**src/rtl/alu_vec_pkg.sv**
```systemverilog
// Shared definitions for the vector ALU result path: serializer FSM states,
// the default lane width of the ALU array and a lowest-set-bit helper.
package alu_vec_pkg;

   // Result width of one ALU lane; the array and its consumers default to this.
   localparam int LANE_W_DEF = 8;

   typedef enum logic [1:0] {
      IDLE = 2'd0,
      LOAD = 2'd1,
      SEND = 2'd2
   } ser_state_t;

   // Index of the lowest set bit of v; 0 when v is all zeros.
   function automatic int lsb_index(input logic [31:0] v);
      lsb_index = 0;
      for (int i = 31; i >= 0; i--) begin
         if (v[i]) lsb_index = i;
      end
   endfunction

endpackage

```
**src/rtl/vec_sync_fifo.sv**
```systemverilog
// Single-clock FIFO holding whole result vectors (data plus lane mask).
// Combinational read of the head entry; push is ignored when full and pop when empty.
module vec_sync_fifo #(
   parameter int WIDTH = 36,
   parameter int DEPTH = 4
) (
   input  logic                     clk,
   input  logic                     arst,
   input  logic                     push_i,
   input  logic                     pop_i,
   input  logic [WIDTH-1:0]         wdata_i,
   output logic [WIDTH-1:0]         rdata_o,
   output logic [$clog2(DEPTH):0]   count_o,
   output logic                     full_o,
   output logic                     empty_o
);

   localparam int PTR_W = $clog2(DEPTH);
   localparam int CNT_W = PTR_W + 1;

   logic [WIDTH-1:0] mem_q [DEPTH];
   logic [PTR_W-1:0] wr_ptr_q, wr_ptr_d;
   logic [PTR_W-1:0] rd_ptr_q, rd_ptr_d;
   logic [CNT_W-1:0] count_q, count_d;
   logic             do_push, do_pop;

   assign full_o  = (count_q == CNT_W'(DEPTH));
   assign empty_o = (count_q == '0);
   assign count_o = count_q;
   assign rdata_o = mem_q[rd_ptr_q];

   assign do_push = push_i & ~full_o;
   assign do_pop  = pop_i & ~empty_o;

   // Next pointers and occupancy; pointers wrap naturally because DEPTH is a power of two.
   always_comb begin
      wr_ptr_d = wr_ptr_q;
      rd_ptr_d = rd_ptr_q;
      count_d  = count_q;
      if (do_push) wr_ptr_d = wr_ptr_q + PTR_W'(1);
      if (do_pop)  rd_ptr_d = rd_ptr_q + PTR_W'(1);
      case ({do_push, do_pop})
         2'b10:   count_d = count_q + CNT_W'(1);
         2'b01:   count_d = count_q - CNT_W'(1);
         default: count_d = count_q;
      endcase
   end

   // Pointer and count registers.
   always_ff @(posedge clk or negedge arst) begin
      // NOTE: state registers use non-blocking assignments so every flop samples pre-edge values.
      if (!arst) begin
         wr_ptr_q <= '0;
         rd_ptr_q <= '0;
         count_q  <= '0;
      end else begin
         wr_ptr_q <= wr_ptr_d;
         rd_ptr_q <= rd_ptr_d;
         count_q  <= count_d;
      end
   end

   // Vector storage write port.
   always_ff @(posedge clk) begin
      // NOTE: storage is deliberately not reset; the count and pointers alone decide which entries are valid.
      if (do_push) mem_q[wr_ptr_q] <= wdata_i;
   end

endmodule

```
**src/rtl/alu_vec_result_serializer.sv**
```systemverilog
// Buffers result vectors from the ALU array and streams the enabled lanes,
// lowest lane first, one per accepted cycle on a byte-wide valid/ready interface.
module alu_vec_result_serializer
   import alu_vec_pkg::*;
#(
   parameter int N_LANE = 4,
   parameter int LANE_W = LANE_W_DEF,
   parameter int DEPTH  = 4
) (
   input  logic                       clk,
   input  logic                       arst,
   input  logic                       in_valid,
   output logic                       in_ready,
   input  logic [N_LANE*LANE_W-1:0]   in_data,
   input  logic [N_LANE-1:0]          in_mask,
   output logic                       out_valid,
   input  logic                       out_ready,
   output logic [LANE_W-1:0]          out_data,
   output logic [$clog2(N_LANE)-1:0]  out_lane,
   output logic                       out_last,
   output logic [$clog2(DEPTH):0]     fifo_count,
   output logic [7:0]                 drop_cnt
);

   localparam int IDX_W  = $clog2(N_LANE);
   localparam int CNT_W  = $clog2(DEPTH) + 1;
   localparam int DATA_W = N_LANE * LANE_W;
   localparam int ENT_W  = N_LANE * (LANE_W + 1);

   ser_state_t          state_q, state_d;
   logic [DATA_W-1:0]   wdata_q, wdata_d;
   logic [N_LANE-1:0]   rem_mask_q, rem_mask_d;
   logic [7:0]          drop_cnt_q, drop_cnt_d;

   logic                fifo_push, fifo_pop;
   logic                fifo_full, fifo_empty;
   logic [ENT_W-1:0]    fifo_rdata;
   logic [DATA_W-1:0]   head_data;
   logic [N_LANE-1:0]   head_mask;

   logic [IDX_W-1:0]    lane_sel;
   logic [LANE_W-1:0]   lane_data;
   logic                single_bit;

   // Entry layout: {data, mask}; mask in the low bits.
   vec_sync_fifo #(
      .WIDTH (ENT_W),
      .DEPTH (DEPTH)
   ) u_fifo (
      .clk     (clk),
      .arst    (arst),
      .push_i  (fifo_push),
      .pop_i   (fifo_pop),
      .wdata_i ({in_data, in_mask}),
      .rdata_o (fifo_rdata),
      .count_o (fifo_count),
      .full_o  (fifo_full),
      .empty_o (fifo_empty)
   );

   // in_ready depends only on registered occupancy, never on out_ready.
   assign in_ready  = ~fifo_full;
   assign fifo_push = in_valid & in_ready;
   assign head_mask = fifo_rdata[N_LANE-1:0];
   assign head_data = fifo_rdata[ENT_W-1:N_LANE];
   assign drop_cnt  = drop_cnt_q;

   // Lane selector: lowest remaining lane and whether it is the final one of the vector.
   assign lane_sel   = IDX_W'(lsb_index(32'(rem_mask_q)));
   assign lane_data  = wdata_q[lane_sel*LANE_W +: LANE_W];
   assign single_bit = ((rem_mask_q & (rem_mask_q - N_LANE'(1))) == '0) && (rem_mask_q != '0);

   // Next-state, working-register updates and output decode.
   always_comb begin
      // NOTE: every signal gets a default before the case so no path leaves it unassigned (no latches).
      state_d    = state_q;
      wdata_d    = wdata_q;
      rem_mask_d = rem_mask_q;
      drop_cnt_d = drop_cnt_q;
      fifo_pop   = 1'b0;
      out_valid  = 1'b0;
      out_data   = '0;
      out_lane   = '0;
      out_last   = 1'b0;

      case (state_q)
         IDLE: begin
            if (!fifo_empty) state_d = LOAD;
         end

         LOAD: begin
            if (fifo_empty) begin
               state_d = IDLE;
            end else begin
               fifo_pop   = 1'b1;
               wdata_d    = head_data;
               rem_mask_d = head_mask;
               if (head_mask == '0) begin
                  // All-zero vectors are discarded and counted, saturating.
                  if (drop_cnt_q != 8'hFF) drop_cnt_d = drop_cnt_q + 8'd1;
                  state_d = ((fifo_count > CNT_W'(1)) || fifo_push) ? LOAD : IDLE;
               end else begin
                  state_d = SEND;
               end
            end
         end

         SEND: begin
            out_valid = 1'b1;
            out_data  = lane_data;
            out_lane  = lane_sel;
            out_last  = single_bit;
            if (out_ready) begin
               rem_mask_d = rem_mask_q & ~(N_LANE'(1) << lane_sel);
               if (single_bit) state_d = fifo_empty ? IDLE : LOAD;
            end
         end

         default: state_d = IDLE;
      endcase
   end

   // FSM state and working registers.
   always_ff @(posedge clk or negedge arst) begin
      if (!arst) begin
         state_q    <= IDLE;
         wdata_q    <= '0;
         rem_mask_q <= '0;
         drop_cnt_q <= '0;
      end else begin
         state_q    <= state_d;
         wdata_q    <= wdata_d;
         rem_mask_q <= rem_mask_d;
         drop_cnt_q <= drop_cnt_d;
      end
   end

endmodule

```
**config.mk**
```make
export PLATFORM = sky130hd
export DESIGN_NAME = alu_vec_result_serializer
export DESIGN_NICKNAME = d
export VERILOG_FILES = /design/src/rtl/alu_vec_pkg.sv /design/src/rtl/vec_sync_fifo.sv /design/src/rtl/alu_vec_result_serializer.sv
export SDC_FILE = /design/constraint.sdc
export NUM_CORES = 1
export LEC_CHECK = 0
export BUFFER_PORTS_ARGS = -buffer_cell sky130_fd_sc_hd__buf_4
export CAP_MARGIN = 15
export CORE_MARGIN = 5
export CORE_UTILIZATION = 40
export DETAILED_ROUTE_END_ITERATION = 8
export GPL_ROUTABILITY_DRIVEN = 0
export GPL_TIMING_DRIVEN = 1
export PLACE_DENSITY = 0.53
export REMOVE_ABC_BUFFERS = 1
export SETUP_SLACK_MARGIN = 0.2
export SYNTH_ARGS = -nofsm -noshare
export SYNTH_HDL_FRONTEND = slang
export SYNTH_SLANG_ARGS = --single-unit
```
**constraint.sdc**
```tcl
create_clock -name clk -period 3.75 [get_ports clk]
set_input_delay 0.5625 -clock clk [delete_from_list [all_inputs] [get_ports clk]]
set_output_delay 0.5625 -clock clk [all_outputs]
set_load 0.02 [all_outputs]
```
[After elaboration in Yosys (flattened, before gate mapping)]
Memories as Yosys holds them, arrays and structs flattened.
Index checks and enable logic that the tools add are counted.
Cells by class
  shifts and indexed selects: 2
  $add $sub $neg: 6
  muxes and demuxes: 24
  $lt $le $gt $ge: 1
  bitwise operators: 8
  reductions and logical operators: 13
  eq/ne operators: 10
Operators with widths (number)
  32-bit by 6-bit indexed part select with 8-bit output: 1
  2-bit 2-to-1 mux: 10
  8-bit by 1-bit adder with 8-bit output (second input constant): 1
  4-bit AND: 2
  4-bit logical NOT: 2
  1-bit 2-to-1 mux: 8
  4-bit 2-to-1 mux: 2
  8-bit 2-to-1 mux: 1
  2-bit != test (second input constant): 4
  8-bit != test (second input constant): 1
  4-bit case mux with 2 select lines: 1
  2-bit case mux with 3 select lines: 1
  3-bit case mux with 2 select lines: 1
  3-bit AND reduction: 2
  2-bit by 1-bit adder with 2-bit output (second input constant): 2
  2-bit by 1-bit == test with 1-bit output (second input constant): 2
  2-bit == test (second input constant): 2
  4-bit inverter: 1
  4-bit AND reduction: 1
  2-bit nonzero test: 2
  4-bit nonzero test: 1
  1-bit by 2-bit left shift with 4-bit output (first input constant): 1
  4-bit by 1-bit subtractor with 4-bit output (second input constant): 1
  3-bit by 1-bit adder with 3-bit output (second input constant): 1
  10 further kinds: 13
Word-level totals
  register bits after elaboration: 53
  memories kept: 1
  bits in writable memories: 144
  input bits: 40
  logic and storage cells: 72
  output and inout bits: 24
Memory list
  u_fifo.mem_q: words 4, width 36, rd ports 1, clocked after memory_dff 0, write ports 1, RTL line vec_sync_fifo.sv:21  | logic [WIDTH-1:0] mem_q [DEPTH];

[Logic depth before layout (Yosys ltp)]
  depth after elaboration: 9
  depth in mapped cells: 11
  gate-level depth less buffers: 9

[Modules after synthesis]
From an unflattened synthesis, not the netlist that was laid out.
Unflattened totals
  cell total of the unflattened synthesis: 395
  area total of the unflattened synthesis: 7798.7 um^2
Modules (own cells, without submodules)
  vec_sync_fifo: sequential area each 4499.3 um^2, area an instance 5635.4 um^2, times used 1, cells an instance 225
  alu_vec_result_serializer: sequential area each 1151.1 um^2, area an instance 2163.3 um^2, times used 1, cells an instance 170

[Worst setup path before layout]
No wires, ideal clock.
  kind: flip-flop to flip-flop
  from: register u_fifo.count_q[0] (netlist: u_fifo.count_o[0])
  to: register u_fifo.count_q[2] (netlist: u_fifo.count_o[2])
  arrival: 2.600 ns
  cell stages (with the launch flop): 12
  required time: 3.616 ns
  buffers on the path: 2
  setup slack: 1.016 ns
  clock period less this slack: 2.734 ns
  path through: dfrtp_1 > inv_1 > ha_1 > nor2b_1 > or3b_2 > clkbuf_1 > inv_1 > clkbuf_1 > ha_1 > mux2i_1 > nor2_1 > xor2_1
On the way
  word-level cells in the longest chain between the ends: 6
RTL lines
  from (decl): RTL line vec_sync_fifo.sv:24  | logic [CNT_W-1:0] count_q, count_d;
  from (signal assigned): RTL line vec_sync_fifo.sv:59  | count_q <= count_d;
  3-bit logical NOT (*): RTL line vec_sync_fifo.sv:28  | assign empty_o = (count_q == '0);
  1-bit 2-to-1 mux (*): RTL line alu_vec_result_serializer.sv:92  | if (fifo_empty) begin
  1-bit 2-to-1 mux (*): RTL line alu_vec_result_serializer.sv:86  | case (state_q)
  named net fifo_pop: RTL line alu_vec_result_serializer.sv:35  | logic fifo_push, fifo_pop;
  1-bit AND (*): RTL line vec_sync_fifo.sv:33  | assign do_pop = pop_i & ~empty_o;
  2-bit by 1-bit == test with 1-bit output or 2-bit == test (tied branches): RTL line vec_sync_fifo.sv:42  | case ({do_push, do_pop})
  3-bit case mux with 2 select lines or 2-bit nonzero test (tied branches)
Mark *: on every way through the listed nets, which the timed path passes. The rest lies on a longest branch.
A chain may end at the register's enable or synchronous reset.

[Final worst setup path]
  from: register rem_mask_q[2]
  to: output port out_data[7]
On the way
  word-level cells in the longest chain between the ends: 5
RTL lines
  from (decl): RTL line alu_vec_result_serializer.sv:32  | logic [N_LANE-1:0] rem_mask_q, rem_mask_d;
  from (signal assigned): RTL line alu_vec_result_serializer.sv:133  | rem_mask_q <= rem_mask_d;
  2-bit 2-to-1 mux (3 in a row): RTL line alu_vec_pkg.sv:18  | if (v[i]) lsb_index = i;
  32-bit by 6-bit indexed part select with 8-bit output: RTL line alu_vec_result_serializer.sv:70  | assign lane_data = wdata_q[lane_sel*LANE_W +: LANE_W];
  8-bit 2-to-1 mux: RTL line alu_vec_result_serializer.sv:86
  to (decl): RTL line alu_vec_result_serializer.sv:18  | output logic [LANE_W-1:0] out_data,
Every way passes these cells.

==> flow_metrics.tcl <==
set metrics [dict create \
    synth-edff-count 144 \
    slowest_stage "dfrtp_1" \
    synth_area_um2 7830 \
    grt_util_all_layers 0.138 \
    synth.distinct_cells 39 \
    cts_tree "yes" \
    fillCellCount 1671 \
    tns_ps 0 \
    seq_area_um2 5650 \
    power_frac_seq 0.442 \
    ant_nets 0 \
    drive_gt1_frac 0.357 \
    grt_pass1_wl_um 23100 \
    multiInputGateArea_um2 2070 \
    peakVddDrop_uv 347 \
    cts.reportedPaths.clkPinSlew_ps 60 \
    synth_area_per_cell_um2 19.0 \
    synth_ff_type "edfxtp_1" \
    pwr-share-comb 0.333 \
    clkPwrFrac 0.225 \
    leakage_uw 0.00330 \
    grt_use_met3 0.0366 \
    drtIter0Drc 220 \
    die_height_um 150 \
    power.switching_uw 2290 \
    final_net_count 530 \
    cts_buffers 17 \
    slowest_delay_ps 610 \
    syn2layout_area_growth_pct 16.6 \
    io_buffers 63 \
    clock_skew_ps 6.17 \
    ctsHoldBuffers 0 \
    post_cts_buffers 0 \
    ys_ff_latch 197 \
    fp.dieW_um 150 \
    timing.fmax_mhz 334 \
    post-route-util 0.471 \
    end_kind "primary output" \
    crit_required_ps 3190 \
    syn-instance-count 412 \
    dieArea_um2 22500 \
    vias 3813 \
    start_kind "register" \
    overflow 0 \
    rows 51 \
    routed_wl_um 14800 \
    grt_use_met1 0.189 \
    wire_per_inst_um 19.5 \
    grt_pass1_vias 4047 \
    dp_cells 726 \
    clock_sinks 197 \
    post-route-period-util 0.797 \
    seq_area_frac_synth 0.722 \
    total_power_uw 7300 \
    clk_latency_ps 420 \
    core-area_um2 19400 \
    finalSetupViolations 0 \
    cp.arrival_ps 2430 \
    slew_violations 0 \
    drv_cap 0 \
    hpwl_um 8880 \
    pin_count 64 \
    status "completed" \
    clock-root-buffer "clkbuf_16" \
    worst-path-buf-inv 1 \
    instances_no_fill 758 \
    sw_frac_of_total 0.314 \
    initial_core_util 0.404 \
    tightest_slew_ps 1050 \
    antenna_found_initial 0 \
    relSlewSlack 0.299 \
    path_cells "nor2b_1, o21ba_2, mux2i_1, o22a_1, nor2_1, buf_4" \
    ys_warn_count 0 \
    diodes 0 \
    cts_resized 0 \
    path_delay_family "flip-flops" \
    drc 0 \
    layout_min_cycle_time_ps 2990 \
    first_pass_iters 4 \
    grt_max_degree 54 \
    busiest_layer "met2" \
    finalHoldViolCount 0 \
    async_reset_ff_frac 0.269 \
    clk_path_buf_depth 2 \
    cp_max_fo 15 \
    htreeDepth 4 \
    critical_path_class "register to primary output" \
    powerDensity_nw_per_um2 799 \
    p_int_uw 5000 \
    met2_usage 0.221 \
    drt-vias-per-instance 5.03 \
    rsz0062_at_grt "no" \
    hold_path.class "primary input to asynchronous set/reset pin" \
]
[layout by cell type, fill, tap and decap left out, drive strengths merged, types with 9 or more instances in the layout]
cell	count
edfxtp	144
buf	68
dfrtp	53
mux4	36
mux2	34
clkbuf	21
nand2	14
nor2	14
ha	10
mux2i	9
xnor2	9
[area by class of cell]
type	instances	area share
clock buffer	21	0.0493
clock inverter	11	0.00863
inverter	7	0.00288
multi-input combinational	189	0.227
sequential	197	0.619
tap	265	0.0363
timing repair buffer	68	0.0573
[kinds of logic after synthesis]
family / count (synthesis) / share of synthesized area
flip-flops: 197 / 0.722
multiplexers: 79 / 0.164
AND/OR/NAND/NOR: 56 / 0.0364
AO/OA/AOI/OAI: 32 / 0.0332
buffers and inverters: 26 / 0.0147
XOR/XNOR: 12 / 0.0134
adder cells (fa/ha/maj): 10 / 0.0160
[metrics by stage]
step / area, µm² / hold WS, ps / worst slack (ps)
2_1_floorplan: 7740 / 267 / 25.4
3_3_place_gp: 8600 / 481 / 1010
4_1_cts: 9130 / 215 / 734
5_1_grt: 9130 / 258 / 638
6_report: 9130 / 198 / 760
3_5_place_dp: 8600 / 484 / 975
[path summary, 6_finish.rpt]
path                                           startpoint                             end  slack, ps  cells after the start
hold / removal                                       arst         wdata_q[29]$_DFFE_PN0P_        200                      1
min in group clk                              in_data[11]   u_fifo.mem_q[3][15]$_DFFE_PP_        330                      1
max in group asynchronous                            arst  u_fifo.rd_ptr_q[0]$_DFFE_PN0P_       3040                      1
hold reg to reg                   drop_cnt[4]$_DFFE_PN0P_         drop_cnt[4]$_DFFE_PN0P_        480                      1
setup reg to reg           u_fifo.rd_ptr_q[0]$_DFFE_PN0P_         drop_cnt[1]$_DFFE_PN0P_        980                      5
setup / recovery                rem_mask_q[2]$_DFFE_PN0P_                     out_data[7]        760                      6
[power by group through the flow]
stage / registers [µW] / logic (µW) / clock network (µW)
floorplan: 3340 / 1590 / 0
global placement: 3250 / 2470 / 0
detailed placement: 3280 / 2490 / 0
CTS: 3230 / 2500 / 1690
global route: 3280 / 2660 / 1770
finish: 3230 / 2430 / 1640
[layer usage]
layer	wire length, µm	vias to the layer above
met1	6970	1984
met2	7130	68
met5	0	-
met4	123	0
met3	535	7
li1	-	1754
[synthesized netlist by cell type, drive strengths merged, types with 2 or more instances]
cell | count | area, µm²
nor3 | 4 | 20.0
clkbuf | 14 | 52.6
o22a | 8 | 70.1
a22oi | 8 | 60.1
dfrtp | 53 | 1330
nor4b | 2 | 17.5
and3 | 7 | 43.8
o21ai | 3 | 15.0
nor2 | 14 | 52.6
xnor2 | 9 | 78.8
inv | 6 | 22.5
nor2b | 2 | 12.5
mux2 | 34 | 383
mux2i | 9 | 90.1
nand2 | 14 | 52.6
a22o | 5 | 43.8
nand4 | 2 | 12.5
xor2 | 3 | 26.3
a21oi | 4 | 20.0
and2 | 2 | 12.5
nand2b | 2 | 12.5
edfxtp | 144 | 4320
mux4 | 36 | 815
buf | 5 | 36.3
nand3 | 2 | 10.0
ha | 10 | 125
[registers in the layout, indices dropped and copies added, names as in the netlist]
signal and count:
state_q 2, u_fifo.rd_ptr_q 2, u_fifo.wr_ptr_q 2, wdata_q 32
u_fifo.mem_q 144, rem_mask_q 4, u_fifo.count_o 3, drop_cnt 8
Power figures use the tool's default switching activity.
